$ cat config.mk
export PLATFORM = sky130hd
export DESIGN_NAME = rgb_sequencer_flat
export DESIGN_NICKNAME = d
export VERILOG_FILES = /design/src/rtl/rgb_sequencer_if.sv /design/src/rtl/rgb_sequencer.sv /design/src/flat_wrapper.sv
export SDC_FILE = /design/constraint.sdc
export NUM_CORES = 1
export LEC_CHECK = 0
export CORE_ASPECT_RATIO = 1.1
export CORE_MARGIN = 4
export CORE_UTILIZATION = 50
export CTS_CLUSTER_DIAMETER = 100
export CTS_CLUSTER_SIZE = 14
export DETAILED_ROUTE_END_ITERATION = 10
export HOLD_SLACK_MARGIN = 0.12
export PLACE_DENSITY = 0.72
export SLEW_MARGIN = 10
export SYNTH_ARGS = -nofsm -noshare
export SYNTH_HDL_FRONTEND = slang
export SYNTH_SLANG_ARGS = --single-unit
$ cat constraint.sdc
create_clock -name clk -period 4.52 [get_ports clk]
set_clock_uncertainty 0.2 [all_clocks]
set_input_delay 1.356 -clock clk [delete_from_list [all_inputs] [get_ports clk]]
set_output_delay 1.356 -clock clk [all_outputs]
set_load 0.05 [all_outputs]
$ cat src/rtl/rgb_sequencer_if.sv
// Control, configuration and LED-status bundle for the RGB LED sequencer.
// Ports: start/stop pulses, pause/loop levels, table write port (cfg_we/cfg_addr/cfg_data),
//        sequence shape (cfg_len/hold); returns led_r/g/b, step_idx, busy, done.
interface rgb_sequencer_if #(
    parameter int PWM_BITS  = 8,
    parameter int HOLD_BITS = 16,
    parameter int STEPS     = 8
);
    localparam int AW = $clog2(STEPS);

    // controller -> sequencer
    logic                    start;
    logic                    stop;
    logic                    pause;
    logic                    loop;
    logic                    cfg_we;
    logic [AW-1:0]           cfg_addr;
    logic [3*PWM_BITS-1:0]   cfg_data;
    logic [AW-1:0]           cfg_len;
    logic [HOLD_BITS-1:0]    hold;

    // sequencer -> controller / pins
    logic                    led_r;
    logic                    led_g;
    logic                    led_b;
    logic [AW-1:0]           step_idx;
    logic                    busy;
    logic                    done;

    modport master (
        output start, stop, pause, loop,
        output cfg_we, cfg_addr, cfg_data, cfg_len, hold,
        input  led_r, led_g, led_b, step_idx, busy, done
    );

    modport slave (
        input  start, stop, pause, loop,
        input  cfg_we, cfg_addr, cfg_data, cfg_len, hold,
        output led_r, led_g, led_b, step_idx, busy, done
    );
endinterface

$ cat src/rtl/rgb_sequencer.sv
// Purpose: steps the RGB LED through a table of PWM duty triples, each held hold+1 PWM periods.
// Latency: LED pins are registered one clk after the PWM count they reflect; start takes effect next edge.
// Backpressure: none; table writes accepted every cycle, pause freezes all counters and outputs.
// Ports: clk, rst (sync, active-low), bus (rgb_sequencer_if.slave) carrying control, config and LED status.
module rgb_sequencer #(
    parameter int PWM_BITS  = 8,
    parameter int HOLD_BITS = 16,
    parameter int STEPS     = 8
) (
    input  logic               clk,
    input  logic               rst,
    rgb_sequencer_if.slave     bus
);
    localparam int AW = $clog2(STEPS);
    localparam int DW = 3 * PWM_BITS;
    localparam logic [PWM_BITS-1:0] PWM_MAX = '1;

    typedef enum logic [1:0] {
        IDLE  = 2'd0,
        RUN   = 2'd1,
        PAUSE = 2'd2
    } state_t;

    state_t state;
    state_t state_nxt;

    // Colour table and per-sequence latched configuration
    logic [DW-1:0]         table_q [STEPS];
    logic [AW-1:0]         len_lat;
    logic [HOLD_BITS-1:0]  hold_lat;

    // Running counters
    logic [PWM_BITS-1:0]   pwm_cnt;
    logic [HOLD_BITS-1:0]  hold_cnt;
    logic [AW-1:0]         step_q;

    // Duties in use for the current PWM period
    logic [PWM_BITS-1:0]   duty_r;
    logic [PWM_BITS-1:0]   duty_g;
    logic [PWM_BITS-1:0]   duty_b;

    // Registered outputs
    logic                  led_r_q;
    logic                  led_g_q;
    logic                  led_b_q;
    logic                  done_q;
    logic                  busy_c;

    // Decode of the current cycle
    logic                  active;
    logic                  do_start;
    logic                  advance;
    logic                  period_end;
    logic                  hold_more;
    logic                  step_more;
    logic                  step_end;
    logic                  seq_end;
    logic [AW-1:0]         step_nxt;
    logic [AW-1:0]         lat_idx;

    assign active     = (state == RUN) || (state == PAUSE);
    assign do_start   = (state == IDLE) && bus.start && !bus.stop;

    // The counters move on every active cycle with pause low. A cycle in RUN
    // that sees pause high is already frozen, and the PAUSE cycle that sees
    // pause low already counts, so N cycles of pause cost exactly N cycles.
    assign advance    = active && !bus.pause && !bus.stop;
    assign period_end = advance && (pwm_cnt == PWM_MAX);
    assign hold_more  = hold_cnt < hold_lat;
    assign step_more  = step_q < len_lat;
    assign step_end   = period_end && !hold_more;
    assign seq_end    = step_end && !step_more && !bus.loop;

    // Step that follows the current one at a step end (wraps to 0 after len)
    always_comb begin
        step_nxt = '0;
        if (step_more) begin
            step_nxt = step_q + 1'b1;
        end
    end

    // Table entry whose duties are loaded at a period boundary
    always_comb begin
        lat_idx = step_q;
        if (!hold_more) begin
            lat_idx = step_nxt;
        end
    end

    // ------------------------------------------------------------------
    // FSM: state register
    // ------------------------------------------------------------------
    always_ff @(posedge clk) begin
        if (!rst) begin
            state <= IDLE;
        end else begin
            state <= state_nxt;
        end
    end

    // ------------------------------------------------------------------
    // FSM: next state. stop beats start and beats sequence completion.
    // ------------------------------------------------------------------
    always_comb begin
        state_nxt = state;
        case (state)
            IDLE: begin
                if (do_start) begin
                    state_nxt = RUN;
                end
            end
            RUN, PAUSE: begin
                if (bus.stop || seq_end) begin
                    state_nxt = IDLE;
                end else if (bus.pause) begin
                    state_nxt = PAUSE;
                end else begin
                    state_nxt = RUN;
                end
            end
            default: begin
                state_nxt = IDLE;
            end
        endcase
    end

    // ------------------------------------------------------------------
    // FSM: outputs decoded from state
    // ------------------------------------------------------------------
    always_comb begin
        busy_c = 1'b0;
        case (state)
            RUN, PAUSE: busy_c = 1'b1;
            default:    busy_c = 1'b0;
        endcase
    end

    // ------------------------------------------------------------------
    // Colour table. A write and a boundary latch of the same entry in the
    // same cycle: the latch reads table_q before the write lands, so it
    // takes the old value.
    // ------------------------------------------------------------------
    always_ff @(posedge clk) begin
        if (!rst) begin
            for (int i = 0; i < STEPS; i++) begin
                table_q[i] <= '0;
            end
        end else if (bus.cfg_we) begin
            table_q[bus.cfg_addr] <= bus.cfg_data;
        end
    end

    // ------------------------------------------------------------------
    // Sequencing datapath: counters, latched config/duties, LED drive
    // ------------------------------------------------------------------
    always_ff @(posedge clk) begin
        if (!rst) begin
            pwm_cnt  <= '0;
            hold_cnt <= '0;
            step_q   <= '0;
            len_lat  <= '0;
            hold_lat <= '0;
            duty_r   <= '0;
            duty_g   <= '0;
            duty_b   <= '0;
            led_r_q  <= 1'b0;
            led_g_q  <= 1'b0;
            led_b_q  <= 1'b0;
            done_q   <= 1'b0;
        end else begin
            done_q <= seq_end;

            if (state_nxt == IDLE) begin
                // Idle, stop, or completion: park everything at 0
                pwm_cnt  <= '0;
                hold_cnt <= '0;
                step_q   <= '0;
                led_r_q  <= 1'b0;
                led_g_q  <= 1'b0;
                led_b_q  <= 1'b0;
            end else if (do_start) begin
                pwm_cnt  <= '0;
                hold_cnt <= '0;
                step_q   <= '0;
                len_lat  <= bus.cfg_len;
                hold_lat <= bus.hold;
                {duty_r, duty_g, duty_b} <= table_q[0];
            end else if (advance) begin
                // LED reflects the count of this cycle, visible next cycle
                led_r_q <= pwm_cnt < duty_r;
                led_g_q <= pwm_cnt < duty_g;
                led_b_q <= pwm_cnt < duty_b;
                pwm_cnt <= pwm_cnt + 1'b1;

                if (period_end) begin
                    if (hold_more) begin
                        hold_cnt <= hold_cnt + 1'b1;
                    end else begin
                        hold_cnt <= '0;
                        step_q   <= step_nxt;
                        // Only a looping wrap reaches here past the last
                        // step; a non-loop end goes IDLE above.
                        if (!step_more) begin
                            len_lat  <= bus.cfg_len;
                            hold_lat <= bus.hold;
                        end
                    end
                    // Duties only ever change on a period start
                    {duty_r, duty_g, duty_b} <= table_q[lat_idx];
                end
            end
        end
    end

    assign bus.led_r    = led_r_q;
    assign bus.led_g    = led_g_q;
    assign bus.led_b    = led_b_q;
    assign bus.step_idx = step_q;
    assign bus.busy     = busy_c;
    assign bus.done     = done_q;
endmodule

$ cat src/flat_wrapper.sv
// flat-port wrapper written by rule: the top's interface ports become plain ports
module rgb_sequencer_flat 
#(
    parameter int PWM_BITS  = 8,
    parameter int HOLD_BITS = 16,
    parameter int STEPS     = 8
)
  (clk, rst, bus_start, bus_stop, bus_pause, bus_loop, bus_cfg_we, bus_cfg_addr, bus_cfg_data, bus_cfg_len, bus_hold, bus_led_r, bus_led_g, bus_led_b, bus_step_idx, bus_busy, bus_done);
  rgb_sequencer_if #(.PWM_BITS(PWM_BITS), .HOLD_BITS(HOLD_BITS), .STEPS(STEPS)) bus_i ();
  input  logic clk;
  input  logic rst;
  input wire logic [$bits(bus_i.start)-1:0] bus_start;
  input wire logic [$bits(bus_i.stop)-1:0] bus_stop;
  input wire logic [$bits(bus_i.pause)-1:0] bus_pause;
  input wire logic [$bits(bus_i.loop)-1:0] bus_loop;
  input wire logic [$bits(bus_i.cfg_we)-1:0] bus_cfg_we;
  input wire logic [$bits(bus_i.cfg_addr)-1:0] bus_cfg_addr;
  input wire logic [$bits(bus_i.cfg_data)-1:0] bus_cfg_data;
  input wire logic [$bits(bus_i.cfg_len)-1:0] bus_cfg_len;
  input wire logic [$bits(bus_i.hold)-1:0] bus_hold;
  output wire logic [$bits(bus_i.led_r)-1:0] bus_led_r;
  output wire logic [$bits(bus_i.led_g)-1:0] bus_led_g;
  output wire logic [$bits(bus_i.led_b)-1:0] bus_led_b;
  output wire logic [$bits(bus_i.step_idx)-1:0] bus_step_idx;
  output wire logic [$bits(bus_i.busy)-1:0] bus_busy;
  output wire logic [$bits(bus_i.done)-1:0] bus_done;
  assign bus_i.start = bus_start;
  assign bus_i.stop = bus_stop;
  assign bus_i.pause = bus_pause;
  assign bus_i.loop = bus_loop;
  assign bus_i.cfg_we = bus_cfg_we;
  assign bus_i.cfg_addr = bus_cfg_addr;
  assign bus_i.cfg_data = bus_cfg_data;
  assign bus_i.cfg_len = bus_cfg_len;
  assign bus_i.hold = bus_hold;
  assign bus_led_r = bus_i.led_r;
  assign bus_led_g = bus_i.led_g;
  assign bus_led_b = bus_i.led_b;
  assign bus_step_idx = bus_i.step_idx;
  assign bus_busy = bus_i.busy;
  assign bus_done = bus_i.done;
  rgb_sequencer #(.PWM_BITS(PWM_BITS), .HOLD_BITS(HOLD_BITS), .STEPS(STEPS)) u_core (.clk(clk), .rst(rst), .bus(bus_i));
endmodule
==> results of run 1 <==
-- report_power, final --
group / internal, W / switching (W) / leakage, nW
combinational: 0.000284 / 0.000469 / 2.31
clock: 0.000962 / 0.000864 / 0.314
sequential: 0.00276 / 0.0000436 / 2.46
-- final cells by class --
type                            count  area (µm²)
Multi-Input combinational cell    806        5310
Sequential cell                   268        7290
Fill cell                        2209       10700
Tap cell                          346         433
Clock buffer                       39         636
Timing Repair Buffer               97         898
Clock inverter                      2        25.0
Inverter                           43         161
-- critical path: stages (launching register included) --
cell and delay (ns):
dfxtp_1 0.35, inv_1 0.05, ha_1 0.28, a21o_1 0.18
a211oi_1 0.21, o21ai_1 0.14, a2111oi_4 0.49, buf_4 0.31
nor4_1 0.07, a211o_1 0.74, a221oi_1 0.52, a22o_1 0.18
-- routing by layer --
layer,vias up,part of all wire,global-route usage,wire length [µm]
li1,4264,-,-,-
met1,4267,0.43,0.289,13400
met2,257,0.49,0.376,15300
met3,54,0.056,0.0259,1740
met4,0,0.022,0.0575,699
met5,-,0,0,0
-- synth_stat cells, drive strengths merged (3+ instances only) --
library cell  number
a2111oi            3
xnor2              7
a21oi             20
a21boi            20
ha                43
o21ai             87
nand2            112
edfxtp           192
nand4             10
mux2i             50
a221oi            23
a21o              10
a22o              23
xor2              15
or3                4
and3               5
and4               3
nor2b              6
nand3              9
a211oi             4
buf               23
nor3               4
inv               43
nor2              96
dfxtp             76
nand2b            14
clkbuf            40
and2             193
mux2              24
a31oi              4
-- cells by family (layout without fill, tap and decap cells) --
kind of cell	count (synthesis)	count (layout)	synth area share
buffers and inverters	106	181	0.0354
AOI/OAI and AO/OA	203	203	0.105
muxes	74	74	0.0595
DFF	268	268	0.560
adders and majority gates	43	43	0.0414
xor gates and xnor gates	22	22	0.0148
and+or+nand+nor	464	464	0.184
-- final timing paths --
path | start | to | slack (ns) | cells after the start
max | u_core.hold_lat[6] | u_core.duty_g[2] | 0.75 | 11
min | u_core.hold_lat[14] | u_core.hold_lat[14] | 0.26 | 2
max reg2reg | u_core.hold_lat[6] | u_core.duty_g[2] | 0.75 | 11
min reg2reg | u_core.hold_lat[14] | u_core.hold_lat[14] | 0.26 | 2
-- sequential cells by signal, summed over array words and instances (netlist names) --
name / count
u_core.bus.done: 1
u_core.state: 2
u_core.bus.led_g: 1
u_core.bus.led_r: 1
u_core.bus.led_b: 1
u_core.len_lat: 3
u_core.pwm_cnt: 8
u_core.hold_lat: 16
u_core.hold_cnt: 16
u_core.table_q: 192
u_core.duty_g: 8
u_core.duty_b: 8
u_core.duty_r: 8
u_core.bus.step_idx: 3
-- through the flow --
step,utilization,cell area (µm²),worst slack (ns),std cells
floorplan,-,13000,0.281,1180
global placement,0.553,14100,0.435,1560
detailed placement,0.553,14100,0.454,1560
CTS,0.578,14700,0.748,1601
global route,0.578,14700,0.549,1601
finish,0.578,14700,0.753,1601
==> run_results.csv, run 1 <==
group,metric,value,unit
global_routing,grt_pass1_vias,8713,
global_routing,grt_max_degree,47,
die,rows,61,
synthesis,synth_flop_cell,"edfxtp_1",
clocking,cts_setup_buffers,0,
timing,setup_viol,0,
timing,timing.fmax,265,MHz
final_layout,mostFrequentLayoutCells,"193 x and2_1, 192 x edfxtp_1, 112 x nand2_1",
synthesis,synth_cell_types,55,
detailed_routing,drt_iter0_drc,704,
final_layout,nets,1335,
worst_setup_path,cp-end-kind,"flop",
power_and_ir_drop,ir_worst_vdd,265,µV
detailed_routing,drc,0,
final_layout,drive_above_1_share,0.0837,
placed_design,place.gp.congestion,0.835,
detailed_routing,wl,31.1,mm
placed_design,hpwl,19.0,mm
synthesis,ys_ff_latch,268,
detailed_routing,ant_nets,0,
timing,tightest_slew,1.20,ns
synthesis,synth_edf_count,192,
die,die_x,162,µm
global_routing,grt_first_pass_wirelength,48.8,mm
die,io_pins,61,
placed_design,portBuffers,60,
worst_setup_path,worstSetupPathType,"flop to flop",
timing,fin_tns_setup,0,ns
die,core_area,25500,µm²
hold_path,hold_class,"flop to flop",
worst_setup_path,critical_path_required,4.78,ns
synthesis,synthCells,1180,
run_status,outcome,"finished clean",
final_layout,antenna_cells,0,
clocking,clockBufferDepth,3,
clocking,cts_tree,"yes",
timing,drv_slew,0,
detailed_routing,routedWlPerCell,19.4,µm
final_layout,syn2layout_area_growth,13.4,%
power_and_ir_drop,p_per_area,365,nW/µm²
synthesis,avgSynthCellArea,11.0,µm²
die,die_height,177,µm
timing,max_slew_margin,0.202,
clocking,cts_hold_buf,0,
power_and_ir_drop,p_leak,5.08,nW
worst_setup_path,crit_fanout,24,
timing,hold_viol,0,
clocking,cts.clk_slew.worst_paths,0.07,ns
global_routing,gr-total-overflow,0,
synthesis,ys_top_cells_by_area,"edfxtp_1 44%, dfxtp_1 12%, and2_1 9.3%",
synthesis,yosys.area.top_type,"edfxtp_1",
timing,period_share,0.833,
synthesis,synth_top_area_frac,0.443,
die,die_area,28700,µm²
worst_setup_path,critical_path_arrival,4.03,ns
synthesis,synth_area,13000,µm²
clocking,cts_resized,0,
detailed_routing,vias,8842,
synthesis,async_flop_share,0,
detailed_routing,vias_per_cell,5.52,
synthesis,syn_nets,1276,
clocking,cts_buffers,23,
timing,rsz0062_at_grt,"false",
clocking,clock-sinks,268,
synthesis,ys.warnings.count,0,
final_layout,final_common_cell,"and2_1",
timing,period_needed,3.77,ns
power_and_ir_drop,power,0.00538,W
worst_setup_path,startpoint_type,"flop",
clocking,root_buffer,"clkbuf_16",
detailed_routing,drtPass1Iterations,5,
clocking,clk_latency,0.52,ns
global_routing,track_usage,0.216,
global_routing,antenna_found_initial,0,
flow_run,max_cap_violations,0,
die,initial_utilization,0.510,
timing,whs,0.255,ns
synthesis,yosysSeqAreaShare,0.560,
clocking,cts_htree_levels,1,
(Power assumes the default switching activity.)
==> inputs of run 2 (changes only) <==
--- a/config.mk
+++ b/config.mk
@@ -12,7 +12,7 @@
 export CTS_CLUSTER_SIZE = 14
 export DETAILED_ROUTE_END_ITERATION = 10
 export HOLD_SLACK_MARGIN = 0.12
-export PLACE_DENSITY = 0.72
+export PLACE_DENSITY = 0.75
 export SLEW_MARGIN = 10
 export SYNTH_ARGS = -nofsm -noshare
 export SYNTH_HDL_FRONTEND = slang
==> constraint.sdc (replaced) <==
create_clock -name clk -period 3.05 [get_ports clk]
set_clock_uncertainty 0.2 [all_clocks]
set_input_delay 0.915 -clock clk [delete_from_list [all_inputs] [get_ports clk]]
set_output_delay 0.915 -clock clk [all_outputs]
set_load 0.05 [all_outputs]
==> run 2 against run 1 <==
Clock-buffer cell count did not move. Non-clock buffer count rose by 72. Clock power rose by 47%. Die area did not move. Highest routed layer unchanged. Largest power group unchanged. First-iteration DRC count rose by 22%. Fmax rose by 12%. The run now ends with setup timing left. Critical endpoint is now u_core.duty_r[3]. Largest cell class unchanged. Global-route usage rose by 1.4 points.
==> run_results.csv, run 2 (same netlist as run 1, synthesis figures left out) <==
group,metric,value,unit
timing,rsz0062_at_grt,"true",
die,rows,61,
global_routing,grt_pass1_vias,9613,
power_and_ir_drop,p_sw_frac,0.259,
global_routing,gr-usage-met2,0.392,
clocking,cts_htree_levels,1,
power_and_ir_drop,p_per_area,523,nW/µm²
placed_design,portBuffers,60,
worst_setup_path,worst_r2r_startpoint,"u_core.hold_cnt[6]",
timing,fin_tns_setup,-6.37,ns
detailed_routing,drtPass1Iterations,5,
detailed_routing,routedWlPerCell,19.8,µm
clocking,cts.clk_slew.worst_paths,0.07,ns
worst_setup_path,crit_fanout,14,
die,initial_utilization,0.510,
die,die_height,177,µm
clocking,clk_latency,0.51,ns
timing,tightest_slew,0.495,ns
run_status,outcome,"finished with violations",
final_layout,drive_above_1_share,0.179,
flow_run,max_cap_violations,0,
hold_path,hold_class,"flop to flop",
final_layout,mostFrequentLayoutCells,"193 x and2_1, 192 x edfxtp_1, 112 x nand2_1",
detailed_routing,ant_nets,0,
power_and_ir_drop,ir_worst_vdd,471,µV
worst_setup_path,worstSetupPathType,"flop to flop",
clocking,cts_tree,"yes",
timing,setup_viol,49,
global_routing,grt_max_degree,34,
die,io_pins,61,
timing,drv_slew,0,
placed_design,hpwl,20.1,mm
worst_setup_path,reg2reg_slack,-0.30,ns
power_and_ir_drop,p_comb_frac,0.189,
worst_setup_path,reg2reg_to,"u_core.duty_r[3]",
detailed_routing,vias_per_cell,5.59,
global_routing,antenna_found_initial,0,
clocking,clockBufferDepth,3,
timing,max_slew_margin,0.669,
final_layout,fin_area,16100,µm²
global_routing,track_usage,0.230,
timing,timing.fmax,299,MHz
final_layout,syn2layout_area_growth,24.0,%
timing,setup_slack,-0.299,ns
final_layout,fill_cells,1963,
worst_setup_path,critical_path_required,3.29,ns
worst_setup_path,crit_path_end,"u_core.duty_r[3]",
final_layout,antenna_cells,0,
timing,whs,0.259,ns
worst_setup_path,critical_path_arrival,3.59,ns
detailed_routing,drc,0,
power_and_ir_drop,clock_power_share,0.318,
detailed_routing,drt_iter0_drc,859,
worst_setup_path,critPathLaunch,"u_core.hold_cnt[6]",
worst_setup_path,worst-r2r-cell-count,11,
detailed_routing,vias,9346,
die,core_area,25500,µm²
power_and_ir_drop,p_int,0.00626,W
global_routing,busiest_layer,"met2",
clocking,clock-sinks,268,
final_layout,final_common_cell,"and2_1",
global_routing,grtUsageMet1,0.307,
power_and_ir_drop,p_leak,5.74,nW
detailed_routing,wl,33.1,mm
clocking,cts_buffers,23,
worst_setup_path,startpoint_type,"flop",
worst_setup_path,cp-end-kind,"flop",
global_routing,gr-total-overflow,0,
clocking,root_buffer,"clkbuf_16",
die,die_area,28700,µm²
timing,period_share,1.10,
die,die_x,162,µm
timing,hold_viol,0,
power_and_ir_drop,p_switching,0.00219,W
final_layout,nets,1407,
timing,period_needed,3.35,ns
run_status,violations,"setup timing",
global_routing,met3_usage,0.0235,
placed_design,place.gp.congestion,0.828,
final_layout,largest_register_ffs,192,
global_routing,grt_first_pass_wirelength,51.7,mm
final_layout,top_regs,"u_core.table_q: 192 flops, u_core.hold_cnt: 16 flops, u_core.hold_lat: 16 flops",
power_and_ir_drop,power_frac_seq,0.493,
placed_design,pre_cts_ws,-0.536,ns
final_layout,top_register,"u_core.table_q",
placed_design,place_area,14800,µm²
run 2: changes by cell type in the layout (fill, tap and decap cells not counted), moves of 4 or more:
cell      delta
o21ai_0     -44
buf_4       +29
o21ai_1     +28
buf_12      +23
a221oi_1    -16
a221oi_2    +16
o21ai_2     +15
buf_6       +10
buf_16       +5
dfxtp_1      -5
dfxtp_2      +5
ha_1         -5
ha_4         +4
run 2: timing repair:
action / CTS / global route
setup endpoints to repair: 44 / 73
hold buffers: 0 / 0
cloned: 7 / 0
buffers inserted: 14 / 0
resized for setup: 77 / 12
pin swaps: 14 / 7
run 2: per-stage QoR:
stage | utilization | std cells | total power, W
floorplan | - | 1180 | 0.00500
global placement | 0.580 | 1612 | 0.00546
detailed placement | 0.580 | 1612 | 0.00550
CTS | 0.632 | 1674 | 0.00848
global route | 0.633 | 1673 | 0.00876
finish | 0.633 | 1673 | 0.00844
run 2: worst min path at each step:
stage	to	cells after the start	startpoint	slack, ns
final	u_core.bus.led_r	2	u_core.bus.led_r	0.26
after global routing	u_core.hold_lat[13]	2	u_core.hold_lat[13]	0.28
after CTS	u_core.bus.led_r	2	u_core.bus.led_r	0.26
after detailed placement	u_core.len_lat[2]	2	u_core.len_lat[2]	0.25
after global placement	u_core.len_lat[2]	2	u_core.len_lat[2]	0.25
after floorplan	u_core.hold_lat[12]	2	u_core.hold_lat[12]	0.24
run 2: final cells by class:
cell class | count | area (µm²) | share of cell area
clock inverters | 2 | 15.0 | 0.000931
repair buffers | 169 | 1950 | 0.121
inverters | 43 | 161 | 0.0100
well taps | 346 | 433 | 0.0268
clock buffers | 39 | 636 | 0.0394
multi-input cells | 806 | 5640 | 0.350
flip-flops and latches | 268 | 7290 | 0.452
run 2: per-layer routing:
metal / part of all wire / up-vias
met2: 0.49 / 319
li1: - / 4419
met4: 0.033 / 0
met5: 0 / -
met1: 0.42 / 4531
met3: 0.058 / 77
run 2: power groups by stage:
stage                     clock [W]  sequential, W  combinational, W
final                       0.00269        0.00416           0.00159
after detailed placement          0        0.00424           0.00126
after global placement            0        0.00423           0.00124
after floorplan                   0        0.00422          0.000781
after CTS                   0.00274        0.00416           0.00158
after global routing        0.00288        0.00418           0.00170
run 2: critical path: stages, from the launching register on:
cell       delay, ns
dfxtp_2         0.38
ha_4            0.22
a21o_1          0.18
a211oi_2        0.24
o21ai_2         0.12
a2111oi_4       0.45
mux2_4          0.44
buf_6           0.15
bufbuf_16       0.28
mux2i_2         0.16
a221oi_2        0.28
a22o_1          0.17
==> inputs of run 3 (changes only) <==
--- a/config.mk
+++ b/config.mk
@@ -7,12 +7,12 @@
 export LEC_CHECK = 0
 export CORE_ASPECT_RATIO = 1.1
 export CORE_MARGIN = 4
-export CORE_UTILIZATION = 50
+export CORE_UTILIZATION = 30
 export CTS_CLUSTER_DIAMETER = 100
 export CTS_CLUSTER_SIZE = 14
 export DETAILED_ROUTE_END_ITERATION = 10
 export HOLD_SLACK_MARGIN = 0.12
-export PLACE_DENSITY = 0.75
+export PLACE_DENSITY = 0.51
 export SLEW_MARGIN = 10
 export SYNTH_ARGS = -nofsm -noshare
 export SYNTH_HDL_FRONTEND = slang
==> run 3 against run 2 <==
The flow still finishes with violations (setup timing). Register-to-register slack gained 0.09 ns. Via count shrank 2.7%. Final area grew 4.6%. Sequential power is essentially flat. Worst hold slack lost 0.0030 ns. Routed wire length grew 12%. Flip-flop and latch count is the same. Non-clock buffer count grew 24. Combinational power grew 18%. Sequential share of layout area shrank 2.0 points. Critical path depth grew 1. Critical path type unchanged. Critical endpoint is now u_core.duty_r[4].
==> run_results.csv, run 3 (same netlist as run 1, synthesis figures left out) <==
group,metric,value,unit
flow_run,max_cap_violations,0,
clocking,cts.clk_slew.worst_paths,0.07,ns
worst_setup_path,critical_path_arrival,3.47,ns
final_layout,nets,1431,
die,initial_utilization,0.305,
die,rows,79,
timing,hold_viol,0,
timing,tightest_slew,0.526,ns
final_layout,fin_area,16900,µm²
timing,fin_tns_setup,-3.70,ns
final_layout,antenna_cells,0,
worst_setup_path,startpoint_type,"flop",
global_routing,grt_first_pass_wirelength,54.4,mm
clocking,cts_tree,"yes",
timing,period_needed,3.26,ns
timing,setup_slack,-0.206,ns
detailed_routing,drc,0,
detailed_routing,ant_nets,0,
clocking,clk_latency,0.54,ns
die,io_pins,61,
worst_setup_path,cp-end-kind,"flop",
die,core_area,42600,µm²
run_status,violations,"setup timing",
timing,timing.fmax,307,MHz
worst_setup_path,crit_fanout,6,
detailed_routing,route.met2.wl,18.7,mm
placed_design,place.gp.congestion,0.776,
clocking,cts_hold_buf,0,
final_layout,mostFrequentLayoutCells,"192 x and2_1, 192 x edfxtp_1, 103 x nand2_1",
clocking,cts_htree_levels,1,
final_layout,top_regs,"u_core.table_q: 192 flops, u_core.hold_cnt: 16 flops, u_core.hold_lat: 16 flops",
global_routing,grt_max_degree,30,
final_layout,utilization,0.396,
clocking,cts_buffers,23,
detailed_routing,top_layer_used,"met4",
power_and_ir_drop,power,0.00877,W
run_status,outcome,"finished with violations",
placed_design,portBuffers,60,
placed_design,hpwl,22.5,mm
die,die_area,46800,µm²
hold_path,hold_class,"flop to flop",
global_routing,track_usage,0.152,
final_layout,syn2layout_area_growth,29.8,%
detailed_routing,drtPass1Iterations,5,
power_and_ir_drop,p_per_area,520,nW/µm²
worst_setup_path,critical_path_required,3.27,ns
timing,period_share,1.07,
power_and_ir_drop,ir_worst_vdd,306,µV
final_layout,fill_cells,4085,
detailed_routing,drt_iter0_drc,537,
detailed_routing,wl_met1,16.5,mm
power_and_ir_drop,p_leak,6.00,nW
global_routing,gr-total-overflow,0,
clocking,root_buffer,"clkbuf_16",
global_routing,antenna_found_initial,0,
clocking,clockBufferDepth,3,
detailed_routing,vias,9097,
final_layout,largest_register_ffs,192,
timing,setup_viol,24,
detailed_routing,wl_met3,1.31,mm
final_layout,top_register,"u_core.table_q",
detailed_routing,wl,37.2,mm
worst_setup_path,worstSetupPathType,"flop to flop",
detailed_routing,routedWlPerCell,19.4,µm
timing,max_slew_margin,0.648,
detailed_routing,vias_per_cell,4.75,
placed_design,place_area,15200,µm²
timing,rsz0062_at_grt,"true",
timing,drv_slew,0,
clocking,clock-sinks,268,
global_routing,grt_pass1_vias,9263,
die,die_height,226,µm
die,die_x,207,µm
final_layout,drive_above_1_share,0.220,
[run 3: final cells by class]
type                            count  area, µm²  area share
Inverter                           43        161     0.00956
Tap cell                          567        709      0.0420
Clock buffer                       38        632      0.0374
Clock inverter                      2       20.0     0.00119
Timing Repair Buffer              193       2210       0.131
Multi-Input combinational cell    806       5850       0.347
Sequential cell                   268       7290       0.432
[run 3: worst max-delay path, cell delays in order (launching register included)]
cell and delay (ns):
dfxtp_2 0.34, inv_2 0.04, ha_4 0.21, a2111oi_4 0.35, o21ai_2 0.13, a2111oi_4 0.40
mux2_4 0.42, buf_12 0.17, buf_12 0.13, mux2_4 0.31, o21ai_4 0.15, a221oi_4 0.05
a22o_1 0.20
[run 3: what timing repair did]
item                                    4_1_cts  5_1_grt
setup buffers                                12        7
pin swaps                                    12       32
endpoints found under the setup margin       45       75
resized for setup                            42      107
gates cloned                                  2       10
[run 3: worst paths after layout]
kind	startpoint	end	slack (ns)	depth (start not counted)
setup reg to reg	u_core.hold_lat[1]	u_core.duty_r[4]	-0.21	12
hold / removal	u_core.hold_lat[15]	u_core.hold_lat[15]	0.26	2
hold reg to reg	u_core.hold_lat[15]	u_core.hold_lat[15]	0.26	2
setup / recovery	u_core.hold_lat[1]	u_core.duty_r[4]	-0.21	12
[run 3: report_power, final]
part	leakage, nW	total (W)	internal (W)	switching (W)
registers	2.46	0.00416	0.00409	0.0000690
logic	3.22	0.00187	0.000882	0.000984
clock network	0.313	0.00275	0.00142	0.00133
total	6.00	0.00877	0.00639	0.00238
[run 3: metrics by stage]
stage / std cells / worst slack, ns / hold WS, ns
6_report: 1917 / -0.206 / 0.256
2_1_floorplan: 1180 / -0.0899 / 0.235
3_5_place_dp: 1847 / -0.522 / 0.249
5_1_grt: 1917 / -0.345 / 0.278
4_1_cts: 1901 / -0.304 / 0.259
3_3_place_gp: 1847 / -0.462 / 0.247
[run 3: metal layers]
| layer | track usage | up-vias |
|---|---|---|
| met1 | 0.197 | 4448 |
| met4 | 0.0343 | 0 |
| li1 | - | 4465 |
| met2 | 0.269 | 142 |
| met3 | 0.0202 | 42 |
| met5 | 0 | - |
